[config.mk]
export PLATFORM = sky130hd
export DESIGN_NAME = comparador_serial_ctrl
export DESIGN_NICKNAME = d
export VERILOG_FILES = /design/src/rtl/comparador_serial_ctrl.sv
export SDC_FILE = /design/constraint.sdc
export NUM_CORES = 1
export LEC_CHECK = 0
export CORE_MARGIN = 2
export CORE_UTILIZATION = 45
export CTS_BUF_LIST = sky130_fd_sc_hd__clkbuf_2 sky130_fd_sc_hd__clkbuf_4 sky130_fd_sc_hd__clkbuf_8
export DETAILED_ROUTE_END_ITERATION = 6
export MAX_ROUTING_LAYER = met4
export PLACE_DENSITY = 0.69
export REMOVE_ABC_BUFFERS = 1
export SLEW_MARGIN = 5
export SYNTH_ARGS = -nofsm -noshare
export SYNTH_HDL_FRONTEND = slang
export SYNTH_SLANG_ARGS = --single-unit
[constraint.sdc]
create_clock -name clk -period 2.1 [get_ports clk]
set_input_delay 0.21 -clock clk [delete_from_list [all_inputs] [get_ports clk]]
set_output_delay 0.21 -clock clk [all_outputs]
set_load 0.05 [all_outputs]
[src/rtl/comparador_serial_ctrl.sv]
// comparador_serial_ctrl
// Bit-serial A <= B comparator. One comparison cell is reused across up to
// N clock cycles, scanning the latched operands from MSB to LSB.
// Zout = 1 means A <= B, Zout = 0 means A > B.
//
// state     | meaning
// ----------+------------------------------------------------------------
// S_IDLE    | waiting for start; operands captured on the accepting edge
// S_COMPARE | one bit per clock, MSB first; exits on idx = 0 or early hit
// S_DONE    | one-cycle done pulse; start is ignored here
module comparador_serial_ctrl #(
  parameter int N          = 4,
  parameter bit EARLY_EXIT = 1'b1,
  parameter int CW         = $clog2(N + 1)
) (
  input  logic          clk,
  input  logic          rst_n,
  input  logic          start,
  input  logic [N-1:0]  A,
  input  logic [N-1:0]  B,
  output logic          busy,
  output logic          done,
  output logic          Zout,
  output logic [CW-1:0] ciclos
);

  localparam int IW = (N > 1) ? $clog2(N) : 1;

  typedef enum logic [1:0] {
    S_IDLE    = 2'd0,
    S_COMPARE = 2'd1,
    S_DONE    = 2'd2
  } state_t;

  typedef enum logic [1:0] {
    REL_EQ = 2'd0,
    REL_LT = 2'd1,
    REL_GT = 2'd2
  } rel_t;

  state_t        r_state;
  rel_t          r_rel;
  logic [N-1:0]  r_ra;
  logic [N-1:0]  r_rb;
  logic [IW-1:0] r_idx;
  logic [CW-1:0] r_cnt;
  logic          r_busy;
  logic          r_done;
  logic          r_zout;
  logic [CW-1:0] r_ciclos;

  logic          w_bit_a;
  logic          w_bit_b;
  rel_t          w_rel_next;
  logic          w_exit;
  logic [CW-1:0] w_cnt_inc;

  assign w_bit_a   = r_ra[r_idx];
  assign w_bit_b   = r_rb[r_idx];
  assign w_cnt_inc = r_cnt + CW'(1);

  // Comparison cell: the first differing bit decides, later bits cannot change it.
  always_comb begin
    w_rel_next = r_rel;
    if (r_rel == REL_EQ) begin
      if (!w_bit_a && w_bit_b) begin
        w_rel_next = REL_LT;
      end else if (w_bit_a && !w_bit_b) begin
        w_rel_next = REL_GT;
      end
    end
  end

  // Leave the scan at the LSB, or as soon as the relation is decided when early exit is on.
  always_comb begin
    w_exit = (r_idx == '0) || ((EARLY_EXIT != 1'b0) && (w_rel_next != REL_EQ));
  end

  // Sequencer: operand capture, per-bit scan and registered handshake/result outputs.
  always_ff @(posedge clk or negedge rst_n) begin
    if (!rst_n) begin
      r_state  <= S_IDLE;
      r_rel    <= REL_EQ;
      r_ra     <= '0;
      r_rb     <= '0;
      r_idx    <= '0;
      r_cnt    <= '0;
      r_busy   <= 1'b0;
      r_done   <= 1'b0;
      r_zout   <= 1'b0;
      r_ciclos <= '0;
    end else begin
      case (r_state)
        S_IDLE: begin
          r_done <= 1'b0;
          if (start) begin
            r_ra    <= A;
            r_rb    <= B;
            r_rel   <= REL_EQ;
            r_idx   <= IW'(N - 1);
            r_cnt   <= '0;
            r_busy  <= 1'b1;
            r_state <= S_COMPARE;
          end
        end
        S_COMPARE: begin
          r_cnt <= w_cnt_inc;
          r_rel <= w_rel_next;
          if (w_exit) begin
            r_state  <= S_DONE;
            r_busy   <= 1'b0;
            r_done   <= 1'b1;
            r_zout   <= (w_rel_next != REL_GT);
            r_ciclos <= w_cnt_inc;
          end else begin
            r_idx <= r_idx - IW'(1);
          end
        end
        S_DONE: begin
          r_done  <= 1'b0;
          r_state <= S_IDLE;
        end
        default: begin
          r_busy  <= 1'b0;
          r_done  <= 1'b0;
          r_state <= S_IDLE;
        end
      endcase
    end
  end

  assign busy   = r_busy;
  assign done   = r_done;
  assign Zout   = r_zout;
  assign ciclos = r_ciclos;

endmodule
==> results.toml, run 1 <==
[timing]
finalHoldViolations = 0
setup_tns_ns = 0
fin_crit_ns = 1.78
skew_ns = 0.00209
rsz0062_at_grt = "no"
layout_setup_ws_ns = 0.316
setup_viol = 0
worstMarginPinSlew_ns = 0.544
fmaxAchievable_mhz = 561
slew_violations = 0
max-slew-margin-rel = 0.634
finalCritPeriodShare = 0.850

[pwr]
p_sw_mw = 0.840
power_frac_seq = 0.389
p_comb_frac = 0.509
intPower_mw = 1.26
swShare = 0.401
power.clock.fraction = 0.102
leakage_nw = 0.579
ir_drop_mv = 0.878
power.density_mw_per_mm2 = 1600

[die]
fp.dieW_um = 52.9
io_pins = 17
rows = 17
coreArea_sq_mm = 0.00223
floorplan.initialDensity = 0.482
die_area_sq_mm = 0.00280
dieHeight_um = 52.9

[clock_network]
post_cts_resized = 0
tritoncts = "done"
cts_max_level = 1
cts.sink_count = 23
insertion_delay_ns = 0.30
cts_setup_buffers = 0
cts-root-buf = "clkbuf_4"
clk_path_buf_depth = 2
cts-buffers-inserted = 3
clk_pin_slew_worst_paths_ns = 0.12
cts_hold_buf = 0

[yosys]
yosys_warnings = 0
synth-xor-area-share = 0.0407
synth_compound_area_frac = 0.0651
muxShareOfSynthArea = 0.220
yosysTopAreaCell = "dfrtp_1"
synth.distinct_cells = 26
synth_seq_cells = 23
postSynthAreaPerCell_sq_um = 13.0
syn_inst = 83
synth-simple-area-share = 0.0953
synth-edff-count = 0
synth_seq_area_share = 0.535
synthAdderAreaFrac = 0.0233
syn_area_sq_mm = 0.00108
synth_top_area_share = 0.535
synth_area_leaders = "dfrtp_1, mux2_2, mux4_1"
synth_ff_type = "dfrtp_1"
synth-async-reset-ratio = 1.00
synth_top_family_by_area = "multiplexers"

[cells_and_area]
area_delta_synth_final_pct = 22.0
layout-drive-gt1-share = 0.212
nets = 118
final_design_area_no_fill_sq_mm = 0.00131
num_antenna_cells = 0
layout_commonest_cell = "dfrtp_1"
final_cell_mix = "dfrtp_1, clkdlybuf4s50_1, mux2_2"

[detailed_routing]
via_count = 715
viasPerCell = 5.42
routed_wl_um = 1840
drtPass1Iterations = 4
wire_per_inst_um = 13.9
antenna_left = 0
drt_first_iter_violations = 11
drc = 0

[global_routing]
grt_pass1_wl_um = 3170
track_usage = 0.162
grt_overflow = 0
grt_max_degree = 24
antenna_found_initial = 0
grt_pass1_vias = 748

[worst_hold_path]
hp-class = "input port to async pin"

[placed_design]
io_buffers = 16
postPlaceCellArea_sq_mm = 0.00128
gp_congestion = 0.761
hpwl_um = 1380
place_ws_ns = 0.348

[setup_path]
crit_required_ns = 2.30
worstPathArrival_ns = 1.98
setup.worst_path.start_class = "register"
crit_fanout = 5
cp-end-kind = "register"
critPathKind = "register to register"

[run]
max_cap_viol_count = 0

[outcome]
outcome = "finished clean"
## cell usage after synthesis (all sizes together) (2+ instances only)
master and count:
mux2 11, nor2 8, mux4 3, mux2i 3, dfrtp 23, o21ai 3, o21a 2, ha 2
a21oi 4, nand2 4, inv 5, nor3 2, xnor2 4
## per-layer routing
metal	wire length, um	track usage
met3	84	0.0367
met5	0	-
met4	28	0.0726
met1	733	0.165
met2	994	0.294
## path summary, 6_finish.rpt
check,start,end,slack (ns),cells past startpoint
min in group clk,done,done,0.51,1
worst min-delay path,rst_n,done,0.24,2
max in group asynchronous,rst_n,ciclos[0],1.63,2
worst min register to register,done,done,0.51,1
worst max register to register,r_idx[0],ciclos[2],0.32,5
worst max-delay path,r_idx[0],ciclos[2],0.32,5
## state kept, by name, summed over array words and instances (netlist names)
| name | flops |
|---|---|
| Zout | 1 |
| busy | 1 |
| r_idx | 2 |
| ciclos | 3 |
| r_cnt | 3 |
| r_rel | 2 |
| r_state | 2 |
| r_rb | 4 |
| done | 1 |
| r_ra | 4 |
## power groups by stage
stage,clock (mW),combinational (mW),sequential [mW]
5_1_grt,0.245,1.16,0.850
3_5_place_dp,0,1.07,0.831
2_1_floorplan,0,0.654,0.959
6_report,0.214,1.07,0.816
3_3_place_gp,0,1.05,0.819
4_1_cts,0.224,1.08,0.819
## critical path, cell delays in order, from the launching register on
cell and delay (ns):
dfrtp_1 0.46, inv_1 0.09, ha_1 0.22, nor3_1 0.43, a21oi_4 0.16, mux2_4 0.32
## cells by family after synthesis
kind of cell             count (synthesis)
adder cells (fa/ha/maj)                  2
buffers and inverters                    6
AO/OA/AOI/OAI                           10
flip-flops                              23
multiplexers                            17
XOR/XNOR                                 5
AND/OR/NAND/NOR                         20
## metrics by stage
stage	total power [mW]	cells	util	hold slack, ns
after global placement	1.87	128	0.574	0.475
after global routing	2.25	132	0.588	0.240
after detailed placement	1.90	128	0.574	0.486
after CTS	2.12	132	0.588	0.246
final	2.10	132	0.588	0.243
after floorplan	1.61	82	-	-0.0856
## final cells by class
class	instances	area, sq um
fillers	210	921
flip-flops and latches	23	576
multi-input cells	54	478
repair buffers	18	175
well taps	28	35.0
clock buffers	4	30.0
inverters	5	18.8
Power figures use the tool's default switching activity.
==> run 2, diff against run 1 <==
--- a/config.mk
+++ b/config.mk
@@ -10,7 +10,7 @@
 export CTS_BUF_LIST = sky130_fd_sc_hd__clkbuf_2 sky130_fd_sc_hd__clkbuf_4 sky130_fd_sc_hd__clkbuf_8
 export DETAILED_ROUTE_END_ITERATION = 6
 export MAX_ROUTING_LAYER = met4
-export PLACE_DENSITY = 0.69
+export PLACE_DENSITY = 0.71
 export REMOVE_ABC_BUFFERS = 1
 export SLEW_MARGIN = 5
 export SYNTH_ARGS = -nofsm -noshare
==> constraint.sdc (replaced) <==
create_clock -name clk -period 1.5 [get_ports clk]
set_input_delay 0.15 -clock clk [delete_from_list [all_inputs] [get_ports clk]]
set_output_delay 0.15 -clock clk [all_outputs]
set_load 0.05 [all_outputs]
==> results.toml, run 2 (synthesis gave the netlist of run 1 again) <==
[timing]
finalHoldViolations = 0
setup_viol = 8
max-slew-margin-rel = 0.756
fin_crit_ns = 1.69
fmaxAchievable_mhz = 592
layout_setup_ws_ns = -0.189
setup_tns_ns = -1.06
finalCritPeriodShare = 1.13
worstMarginPinSlew_ns = 0.366
skew_ns = 0.00554
holdWs_ns = 0.175
rsz0062_at_grt = "yes"
slew_violations = 0

[cells_and_area]
num_antenna_cells = 0
reg_top3 = "r_ra (4), r_rb (4)"
layout-drive-gt1-share = 0.376
fillers = 183
final_cell_mix = "dfrtp_1, buf_4, clkdlybuf4s50_1"
area_delta_synth_final_pct = 31.2
layout_commonest_cell = "dfrtp_1"
utilization = 0.632
stdcell_count = 145
multi_input_area_sq_um = 494
regArea_sq_um = 576
nets = 131

[global_routing]
track_usage = 0.167
grt_max_degree = 24
grt_pass1_vias = 778
grt_overflow = 0
grt_pass1_wl_um = 3200
antenna_found_initial = 0

[placed_design]
place_inst = 140
io_buffers = 16
place_ws_ns = -0.198
gp_congestion = 0.792
hpwl_um = 1500

[detailed_routing]
viasPerCell = 5.01
routed_wl_um = 1930
drt_first_iter_violations = 2
drtPass1Iterations = 3
via_count = 726
drc = 0
antenna_left = 0
wire_per_inst_um = 13.3

[setup_path]
cp-end-kind = "register"
critPathKind = "register to register"
ff2ff_setup_slack_ns = -0.19
r2r_start = "r_rb[0]"
crit_fanout = 4
timing.rr.end = "ciclos[1]"
reg2regPathDepth = 4
setup.worst_path.start_class = "register"
worstPathArrival_ns = 1.90
crit_required_ns = 1.71

[die]
dieHeight_um = 52.9
die_area_sq_mm = 0.00280
floorplan.initialDensity = 0.482
io_pins = 17
rows = 17
fp.dieW_um = 52.9
coreArea_sq_mm = 0.00223

[outcome]
outcome = "finished with violations"
violations = "negative setup slack"

[clock_network]
cts.sink_count = 23
cts-root-buf = "clkbuf_4"
insertion_delay_ns = 0.31
tritoncts = "done"
cts_hold_buf = 0
cts_max_level = 1
cts-buffers-inserted = 3
clk_pin_slew_worst_paths_ns = 0.12
clk_path_buf_depth = 2

[pwr]
power.density_mw_per_mm2 = 2280
leakage_nw = 0.651
ir_drop_mv = 1.13

[run]
max_cap_viol_count = 0

[worst_hold_path]
hp-class = "input port to async pin"
==> run 2: where the power goes <==
part | switching (mW) | internal [mW]
Combinational | 0.854 | 0.941
Clock | 0.178 | 0.122
Sequential | 0.226 | 0.903
Total | 1.26 | 1.97
==> run 2: per-stage QoR <==
stage / area (sq um) / total power [mW]
detailed placement: 1360 / 2.87
global route: 1410 / 3.45
CTS: 1400 / 3.21
finish: 1410 / 3.22
global placement: 1360 / 2.81
floorplan: 1070 / 2.26
==> run 2: layer usage <==
metal,global-route usage,share of wire
met5,-,0
met4,0.0940,0.015
met3,0.0282,0.039
met2,0.302,0.54
met1,0.170,0.40
==> run 2: how the worst max path moves through the flow <==
stage / startpoint / endpoint / slack (ns) / cells past startpoint
floorplan: r_ra[0] / ciclos[1] / -0.14 / 4
finish: r_rb[0] / ciclos[1] / -0.19 / 4
global placement: r_rb[2] / ciclos[1] / -0.17 / 4
detailed placement: r_rb[2] / ciclos[1] / -0.20 / 4
global route: r_rb[0] / ciclos[1] / -0.25 / 4
CTS: r_rb[0] / ciclos[1] / -0.19 / 4
==> run 2: worst max-delay path, stage by stage, from the launching register on <==
cell	delay, ns
dfrtp_1	0.42
xnor2_1	0.12
mux4_2	0.52
a21oi_4	0.21
mux2_4	0.31
==> run 2: final cells by class <==
| cell class | instances | area share |
|---|---|---|
| clock buffers | 4 | 0.0213 |
| flip-flops and latches | 23 | 0.408 |
| inverters | 5 | 0.0133 |
| multi-input cells | 54 | 0.350 |
| well taps | 28 | 0.0248 |
| repair buffers | 31 | 0.183 |
==> run 2: repair_timing <==
item	CTS	global route
endpoints found under the setup margin	8	12
gates resized for setup	2	2
buffers inserted	1	0
